===== src/rtl/incr_stream.sv =====
// Streaming incrementer with wrap/saturate modes and a 2-entry result buffer.
// Optional overflow counter ports are enabled by defining INCR_STREAM_OVF_CNT_EN.
module incr_stream #(
  parameter int WIDTH  = 8,
  parameter int STEP_W = 4
) (
  input  logic              clk_i,
  input  logic              rst_i,
  input  logic              valid_i,
  output logic              ready_o,
  input  logic [WIDTH-1:0]  data_i,
  input  logic [STEP_W-1:0] step_i,
  input  logic              sat_i,
  output logic              valid_o,
  input  logic              ready_i,
  output logic [WIDTH-1:0]  data_o,
`ifdef INCR_STREAM_OVF_CNT_EN
  output logic              ovf_o,
  output logic [15:0]       ovf_cnt_o,
  input  logic              ovf_cnt_clr_i
`else
  output logic              ovf_o
`endif
);

  // Handshake: push = valid_i && ready_o, pop = valid_o && ready_i; inputs are
  // only sampled on a push, and the head entry holds while valid_o && !ready_i.
  logic [WIDTH:0]   step_ext;
  logic [WIDTH:0]   sum;
  logic             carry;
  logic [WIDTH-1:0] result;

  logic [WIDTH-1:0] res_q [2];
  logic [1:0]       ovf_q;
  logic             wr_ptr_q;
  logic             rd_ptr_q;
  logic [1:0]       count_q;
  logic [1:0]       count_d;
  logic             ready_q;
  logic             valid_q;
  logic             push;
  logic             pop;

  assign step_ext = {{(WIDTH + 1 - STEP_W){1'b0}}, step_i};
  assign sum      = {1'b0, data_i} + step_ext;
  assign carry    = sum[WIDTH];
  assign result   = (sat_i && carry) ? {WIDTH{1'b1}} : sum[WIDTH-1:0];

  assign push    = valid_i && ready_q;
  assign pop     = valid_q && ready_i;
  assign ready_o = ready_q;
  assign valid_o = valid_q;
  assign data_o  = res_q[rd_ptr_q];
  assign ovf_o   = ovf_q[rd_ptr_q];

  always_comb begin
    count_d = count_q;
    case ({push, pop})
      2'b10:   count_d = count_q + 2'd1;
      2'b01:   count_d = count_q - 2'd1;
      default: count_d = count_q;
    endcase
  end

  // ready/valid are registered copies of the next count, so ready_i never
  // reaches ready_o combinationally.
  always_ff @(posedge clk_i) begin
    if (rst_i) begin
      res_q[0] <= '0;
      res_q[1] <= '0;
      ovf_q    <= '0;
      wr_ptr_q <= 1'b0;
      rd_ptr_q <= 1'b0;
      count_q  <= 2'd0;
      ready_q  <= 1'b1;
      valid_q  <= 1'b0;
    end else begin
      if (push) begin
        res_q[wr_ptr_q] <= result;
        ovf_q[wr_ptr_q] <= carry;
        wr_ptr_q        <= ~wr_ptr_q;
      end
      if (pop) begin
        rd_ptr_q <= ~rd_ptr_q;
      end
      count_q <= count_d;
      ready_q <= (count_d != 2'd2);
      valid_q <= (count_d != 2'd0);
    end
  end

`ifdef INCR_STREAM_OVF_CNT_EN
  logic [15:0] ovf_cnt_q;

  assign ovf_cnt_o = ovf_cnt_q;

  always_ff @(posedge clk_i) begin
    if (rst_i || ovf_cnt_clr_i) begin
      ovf_cnt_q <= 16'd0;
    end else if (pop && ovf_q[rd_ptr_q] && (ovf_cnt_q != 16'hFFFF)) begin
      ovf_cnt_q <= ovf_cnt_q + 16'd1;
    end
  end
`endif

endmodule

===== config.mk =====
export PLATFORM = sky130hd
export DESIGN_NAME = incr_stream
export DESIGN_NICKNAME = d
export VERILOG_FILES = /design/src/rtl/incr_stream.sv
export SDC_FILE = /design/constraint.sdc
export NUM_CORES = 1
export LEC_CHECK = 0
export CORE_UTILIZATION = 53
export CTS_CLUSTER_DIAMETER = 120
export DETAILED_ROUTE_END_ITERATION = 6
export PLACE_DENSITY = 0.92
export SYNTH_ARGS = -nofsm -noshare
export SYNTH_HDL_FRONTEND = slang
export SYNTH_SLANG_ARGS = --single-unit

===== constraint.sdc =====
create_clock -name clk_i -period 3.6 [get_ports clk_i]
set_input_delay 0.9 -clock clk_i [delete_from_list [all_inputs] [get_ports clk_i]]
set_output_delay 0.9 -clock clk_i [all_outputs]
set_load 0.05 [all_outputs]

==> results.json <==
{
  "status": "complete, no violations",
  "clock-root-buffer": "clkbuf_4",
  "setup_violations": 0,
  "cts_setup_buffers": 0,
  "cellPowerDensity_nw_per_um2": 552,
  "crit_path_end_kind": "primary output",
  "power_leakage_nw": 0.617,
  "cts_made_buffers": 3,
  "gp_congestion": 0.778,
  "hold_buffers": 0,
  "fin_crit_sh_pct": 80.0,
  "worstPathArrival_ps": 1980,
  "synthXorXnorAreaFrac_pct": 4.70,
  "rsz0062_at_grt": "false",
  "io-pin-count": 28,
  "cts_max_path_buffers": 2,
  "timing.rr.start": "ready_o",
  "hpwlAfterDp_mm": 1.97,
  "fin_nets": 168,
  "syn_area_um2": 1310,
  "maxCapViolations": 0,
  "timing.fmax_mhz": 347,
  "synthAdderAreaFrac_pct": 6.33,
  "die-area_um2": 2660,
  "io_buffers": 27,
  "relSlewSlack_pct": 42.1,
  "synth_seq_cells": 25,
  "hp-start": "ovf_q[1]",
  "worstSkewPairLatency_ps": 330,
  "start_util_pct": 57.3,
  "drc": 0,
  "worstSetupPathType": "reg2out",
  "grt_start_max_net_pins": 15,
  "synth.avg_cell_area_um2": 11.3,
  "syn-num-nets": 139,
  "via_per_inst": 5.79,
  "wl_per_cell_um": 14.9,
  "gr-usage-all-layers_pct": 21.8,
  "layout_common_cells": "clkdlybuf4s50_1 (27), nor2_1 (18), edfxtp_1 (16), nand2_1 (9), dfxtp_1 (9)",
  "clock-sinks": 25,
  "yosys_warnings": 0,
  "tns_ps": 0,
  "hold_viol_final": 0,
  "cp.required_ps": 2700,
  "yosys.area_share.simple_pct": 12.9,
  "muxShareOfSynthArea_pct": 7.67,
  "antenna_left": 0,
  "start_kind": "flip-flop",
  "antenna_found_initial": 0,
  "core-area_um2": 2280,
  "rows": 17,
  "clock-skew-final_ps": 9.69,
  "ir_worst_vdd_v": 0.000326,
  "synth_top_family_by_area": "compound AO/OA/AOI/OAI gates",
  "period_needed_ps": 2880,
  "clk_pin_slew_worst_paths_ps": 130,
  "slew_viol_final": 0,
  "drive_above_1_share_pct": 15.3,
  "gr-total-overflow": 0,
  "ys_seq_area_share_pct": 50.6,
  "grt_pass1_vias": 1026,
  "netlist_instances": 116,
  "synth_cell_types": 36,
  "hold_path_class": "reg2reg",
  "vias": 996,
  "synth-compound-area-share_pct": 15.8,
  "die_w_um": 51.6,
  "cts_max_level": 1,
  "drt_iter0_drc": 28,
  "worst-path-max-fanout": 8,
  "worst_pin_slew_ps": 867,
  "syn_to_final_growth_pct": 24.4,
  "layout_commonest_cell": "clkdlybuf4s50_1",
  "drt_wl_total_mm": 2.56,
  "holdWs_ps": 515,
  "cts_tree": "yes",
  "first_pass_iters": 4,
  "cts_resized": 0,
  "die-height_um": 51.6,
  "diodes": 0,
  "grt_pass1_wl_mm": 4.20
}
## metrics by stage
stage	cell area (um^2)	worst slack [ps]	std cells	util, %	total power, mW
after floorplan	1310	1140	116	-	0.663
after global placement	1600	666	168	70.1	0.762
after detailed placement	1600	598	168	70.1	0.777
after CTS	1620	697	172	71.4	0.899
after global routing	1620	636	172	71.4	0.938
final	1620	718	172	71.4	0.897
## worst max-delay path, stage by stage (launching register included)
cell             delay [ps]
dfxtp_1                 550
mux2_2                  390
clkdlybuf4s50_1         700
## synth_stat cells
master	instances	area (um^2)
o21ba_2	2	20.0
a21oi_2	1	8.76
nand2_1	9	33.8
a221o_1	1	10.0
dfxtp_1	9	180
xor2_1	4	35.0
and2_1	1	6.26
xnor2_1	3	26.3
o22ai_1	2	12.5
a21oi_1	6	30.0
a31o_2	1	8.76
a2111oi_2	1	15.0
edfxtp_1	16	480
nor3_1	2	10.0
o21a_1	1	7.51
and3_1	2	12.5
nand3_1	2	10.0
or3_1	2	12.5
a21oi_4	1	16.3
o21ai_0	2	10.0
ha_1	5	62.6
fa_1	1	20.0
a211oi_4	1	20.0
nand2_2	1	6.26
a211o_1	2	17.5
buf_2	2	10.0
inv_1	3	11.3
a21o_1	1	7.51
mux2_2	8	90.1
nand3_2	1	10.0
o21bai_1	1	7.51
mux2i_1	1	10.0
a31oi_1	1	6.26
clkbuf_1	1	3.75
nor2_1	18	67.6
o21a_2	1	8.76
## state kept, by name, indices dropped and copies added, names as in the netlist, named ones only
register and flops:
res_q 16, valid_o 1, wr_ptr_q 1, count_q 2, ovf_q 2, ready_o 1, rd_ptr_q 1
## final cells by class
cell class,count,area [um^2]
Clock inverter,1,5.00
Timing Repair Buffer,27,270
Clock buffer,3,22.5
Inverter,3,11.3
Tap cell,28,35.0
Fill cell,161,652
Sequential cell,25,661
Multi-Input combinational cell,85,619
## power by group
part / switching (mW) / total, mW / internal [mW]
Clock: 0.0838 / 0.126 / 0.0418
Combinational: 0.228 / 0.375 / 0.147
Sequential: 0.0317 / 0.396 / 0.364
## final timing paths
check | endpoint | slack, ps | cells past startpoint
min | ovf_q[1] | 510 | 2
min reg2reg | ovf_q[1] | 510 | 2
max | data_o[3] | 720 | 2
max reg2reg | ready_o | 1990 | 5
## layer usage
| metal | up-vias | part of all wire (%) | GRT usage, % |
|---|---|---|---|
| met4 | 0 | 3.4 | 17.1 |
| met5 | - | 0 | 0 |
| met2 | 42 | 52 | 38.5 |
| met3 | 7 | 4.8 | 1.17 |
| met1 | 472 | 40 | 24.1 |
| li1 | 475 | - | - |
## cell families after synthesis
| kind of cell | after synthesis |
|---|---|
| and+or+nand+nor | 38 |
| AOI/OAI and AO/OA | 25 |
| DFF | 25 |
| muxes | 9 |
| xor gates and xnor gates | 7 |
| buffers and inverters | 6 |
| adders and majority gates | 6 |
No activity file was read; power rests on OpenSTA's default activity.
==> patch 1 (config.mk and constraints unchanged) <==
Set the parameter `STEP_W` to 5 (it was 4).
--- a/src/rtl/incr_stream.sv
+++ b/src/rtl/incr_stream.sv
@@ -2,7 +2,7 @@
 // Optional overflow counter ports are enabled by defining INCR_STREAM_OVF_CNT_EN.
 module incr_stream #(
   parameter int WIDTH  = 8,
-  parameter int STEP_W = 4
+  parameter int STEP_W = 5
 ) (
   input  logic              clk_i,
   input  logic              rst_i,
Interface: changed (resized step_i); port bits go from 28 to 29. The function was not compared with the original's and may differ.
==> patch 1 against the original RTL <==
Register-to-register slack worse by 0.07 ns; worst setup slack worse by 0.0093 ns; worst hold slack worse by 0.0096 ns; global-route usage is 2.5 points higher; cell count is 8.7% higher; die area is 5.3% higher; wire length is 18% higher; sequential cell count stayed put; power is 2.9% higher; design area is 4.8% higher; area after synthesis is 5.6% higher; combinational power is 5.3% higher; critical endpoint is now data_o[4]; largest power group unchanged.
==> patch 1: results (changes against the original RTL) <==
metric;value;unit;change
status;complete, no violations;;
routed-wl-met3;96;um;-22%
grt_use_met2;45.57;%;+7.0 points
synthMuxAreaShare;8.084;%;+0.41 points
seqPwrFrac;43.3;%;-0.8 points
rrSetupSlack;1.92;ns;-0.07 ns
p_sw_share;39.15;%;+0.82 points
grt_pass1_wl;4774;um;+14%
detail_route.wirelength;3017;um;+18%
drive_above_1_share;11.46;%;-3.8 points
routedWlPerCell;16.13;um;+8.6%
internal_power;0.5616;mW;+1.5%
clock_skew;0.005804;ns;-0.003888 ns
dr_wl_met2;1680;um;+27%
io_buffers;28;;+3.7%
buf_share;16.47;%;-0.17 points
firstDrtPassIters;5;;+1
yosysSeqAreaShare;47.96;%;-2.7 points
place_congestion;0.8625;;+11%
worst_hold_slack;0.5050;ns;-0.009562 ns
syn_inst;130;;+12%
leakage;0.6537;nW;+6.0%
synth_compound_area_share;16.08;%;+0.26 points
buffers;28;;+3.7%
synth-xor-area-share;3.815;%;-0.88 points
grt_use_total;24.24;%;+2.5 points
layout.comb_gates.multi_input;95;;+12%
inverters;5;;+2
fillers;196;;+22%
initialDrtViolationCount;43;;+54%
grt_use_met3;4.023;%;+2.9 points
grt_pass1_vias;1073;;+4.6%
pre_cts_ws;0.4250;ns;-0.1726 ns
seq_area_share;38.82;%;-1.9 points
fin_nets;183;;+8.9%
synth_cell_types;41;;+14%
ys_top_cells_by_count;a21oi_1 (17), edfxtp_1 (16), nor2_1 (11), dfxtp_1 (9), mux2_2 (9);;
dp_hpwl;2375;um;+21%
[patch 1: worst max-delay path by stage]
stage | to | depth (start not counted) | slack [ns]
floorplan | res_q[0][0]$_SDFFCE_PN0P_ | 7 | 1.10
global placement | res_q[0][0]$_SDFFCE_PN0P_ | 7 | 0.55
detailed placement | res_q[1][1]$_SDFFCE_PN0P_ | 7 | 0.43
CTS | data_o[2] | 2 | 0.71
global route | res_q[1][7]$_SDFFCE_PN0P_ | 7 | 0.59
finish | data_o[4] | 2 | 0.71
[patch 1: cell families (layout without fill, tap and decap cells)]
| family | Yosys count | in the layout |
|---|---|---|
| and+or+nand+nor | 38 | 38 |
| AOI/OAI and AO/OA | 34 | 34 |
| DFF | 25 | 25 |
| muxes | 10 | 10 |
| buffers and inverters | 10 | 37 |
| adders and majority gates | 7 | 7 |
| xor gates and xnor gates | 6 | 6 |
[patch 1: tightest hold or removal path, delay by kind of cell, from the launching register on]
family	cells	cell delay, ns
simple gates	1	0.06
flops	1	0.35
compound gates	1	0.06
==> patch 2 (same flow settings) <==
Made on the original files. Register the output `ovf_o`; this adds one clock of latency there. The other outputs are not delayed to match.
--- a/src/rtl/incr_stream.sv
+++ b/src/rtl/incr_stream.sv
@@ -51,7 +51,9 @@
   assign ready_o = ready_q;
   assign valid_o = valid_q;
   assign data_o  = res_q[rd_ptr_q];
-  assign ovf_o   = ovf_q[rd_ptr_q];
+  always_ff @(posedge clk_i) begin
+    ovf_o <= ovf_q[rd_ptr_q];
+  end
 
   always_comb begin
     count_d = count_q;
Behaviour: not the same (Yosys sat finds a counterexample within 4 cycles, from zero or initial values and one cycle with rst_i high).
==> patch 2 against the original RTL <==
Global-route usage decreased by 0.96 points; power up 3.4%; design area up 1.8%; wire length is 0.86% higher; sequential cell count up 1; worst setup slack gained 0.038 ns; core utilization rose by 1.3 points; non-clock buffer count is the same; area after synthesis up 1.5%; die area is 1.5% higher; count of clock-buffer cells in the layout increased by 1; critical endpoint is now data_o[4].
==> patch 2: results (changes against the original RTL) <==
metric;value;unit;change
dp_hpwl;1937;um;-1.6%
synth_edf_count;16;;unchanged
ys_top_cells_by_count;nor2_1 (18), edfxtp_1 (16), dfxtp_1 (10), nand2_1 (9), mux2_2 (8);;
clk_latency;0.31;ns;-0.02 ns
yosys-top-cells-area;edfxtp_1 (36%), dfxtp_1 (15%), mux2_2 (6.8%);;
numCtsBuffers;3;;unchanged
clock_skew;0.001446;ns;-0.008246 ns
grt_pass1_wl;4077;um;-2.8%
grt_use_total;20.81;%;-0.96 points
via_count;994;;-0.20%
fin_nets;169;;+0.60%
yosysWarningCount;0;;unchanged
io_buffers;27;;unchanged
syn_inst;117;;+0.86%
drive_above_1_share;15.17;%;-0.11 points
post_dp_cell_area;1617;um^2;+1.3%
routedWlPerCell;14.90;um;+0.28%
crit_family;buffers and inverters;;
leakage;0.6280;nW;+1.8%
finalCoreUtilization;72.62;%;+1.3 points
initialDrtViolationCount;29;;+3.6%
post-cts-setup-buffers;0;;unchanged
detail_route.wirelength;2577;um;+0.86%
grt_max_degree;15;;unchanged
yosysSeqAreaShare;51.37;%;+0.75 points
pre_cts_ws;0.5602;ns;-0.03739 ns
slew-limit-headroom;44.61;%;+2.6 points
status;complete, no violations;;
vdd_drop_max;366.7;uV;+13%
arrival;1.94;ns;-0.04 ns
grt_pass1_vias;972;;-5.3%
place_congestion;0.8632;;+11%
fillers;172;;+6.8%
syn_nets;140;;+0.72%
==> patch 2: cell types whose count changed after synthesis <==
| cell | unedited run | this run |
|---|---|---|
| dfxtp_1 | 9 | 10 |
==> patch 2: kinds of logic after synthesis <==
logic type | after synthesis | share of synthesized area [%]
and+or+nand+nor | 38 | 12.75
muxes | 9 | 7.555
AOI/OAI and AO/OA | 25 | 15.58
DFF | 26 | 51.37
adders and majority gates | 6 | 6.232
buffers and inverters | 6 | 1.888
xor gates and xnor gates | 7 | 4.627
==> patch 2: area by class of cell <==
type                       instances  area share, %
multi-input combinational         85          37.47
sequential                        26          41.18
inverter                           3         0.6813
timing repair buffer              27          16.35
clock buffer                       4          2.195
tap                               28          2.120
==> patch 2: worst min-delay path, delay by kind of cell, from the launching register on <==
| kind | cells | cell delay (ns) |
|---|---|---|
| AOI/OAI and AO/OA | 1 | 0.08 |
| DFF | 1 | 0.32 |
| buffers and inverters | 1 | 0.07 |
==> patch 2: metal layers <==
metal	global-route usage [%]	wire (um)	up-vias
li1	-	-	478
met1	24.11	1047	473
met2	38.89	1378	41
met3	0	112	2
met4	10.81	38	0
met5	0	0	-
==> patch 2: worst paths after layout <==
kind	from	slack (ns)	to
worst min register to register	ovf_q[0]$_SDFFE_PP0P_	0.51	ovf_o$_DFF_P_
worst max-delay path	register	0.76	data_o[4]
worst min-delay path	ovf_q[0]$_SDFFE_PP0P_	0.51	ovf_o$_DFF_P_
worst max register to register	ready_o$_SDFF_PP1_	1.96	ready_o$_SDFF_PP1_
==> patch 2: power breakdown <==
group | leakage [nW] | internal, mW | total (mW) | switching, mW
registers | 0.252 | 0.375 | 0.408 | 0.0328
logic | 0.355 | 0.147 | 0.376 | 0.229
clock network | 0.0210 | 0.0618 | 0.143 | 0.0813
total | 0.628 | 0.585 | 0.928 | 0.343
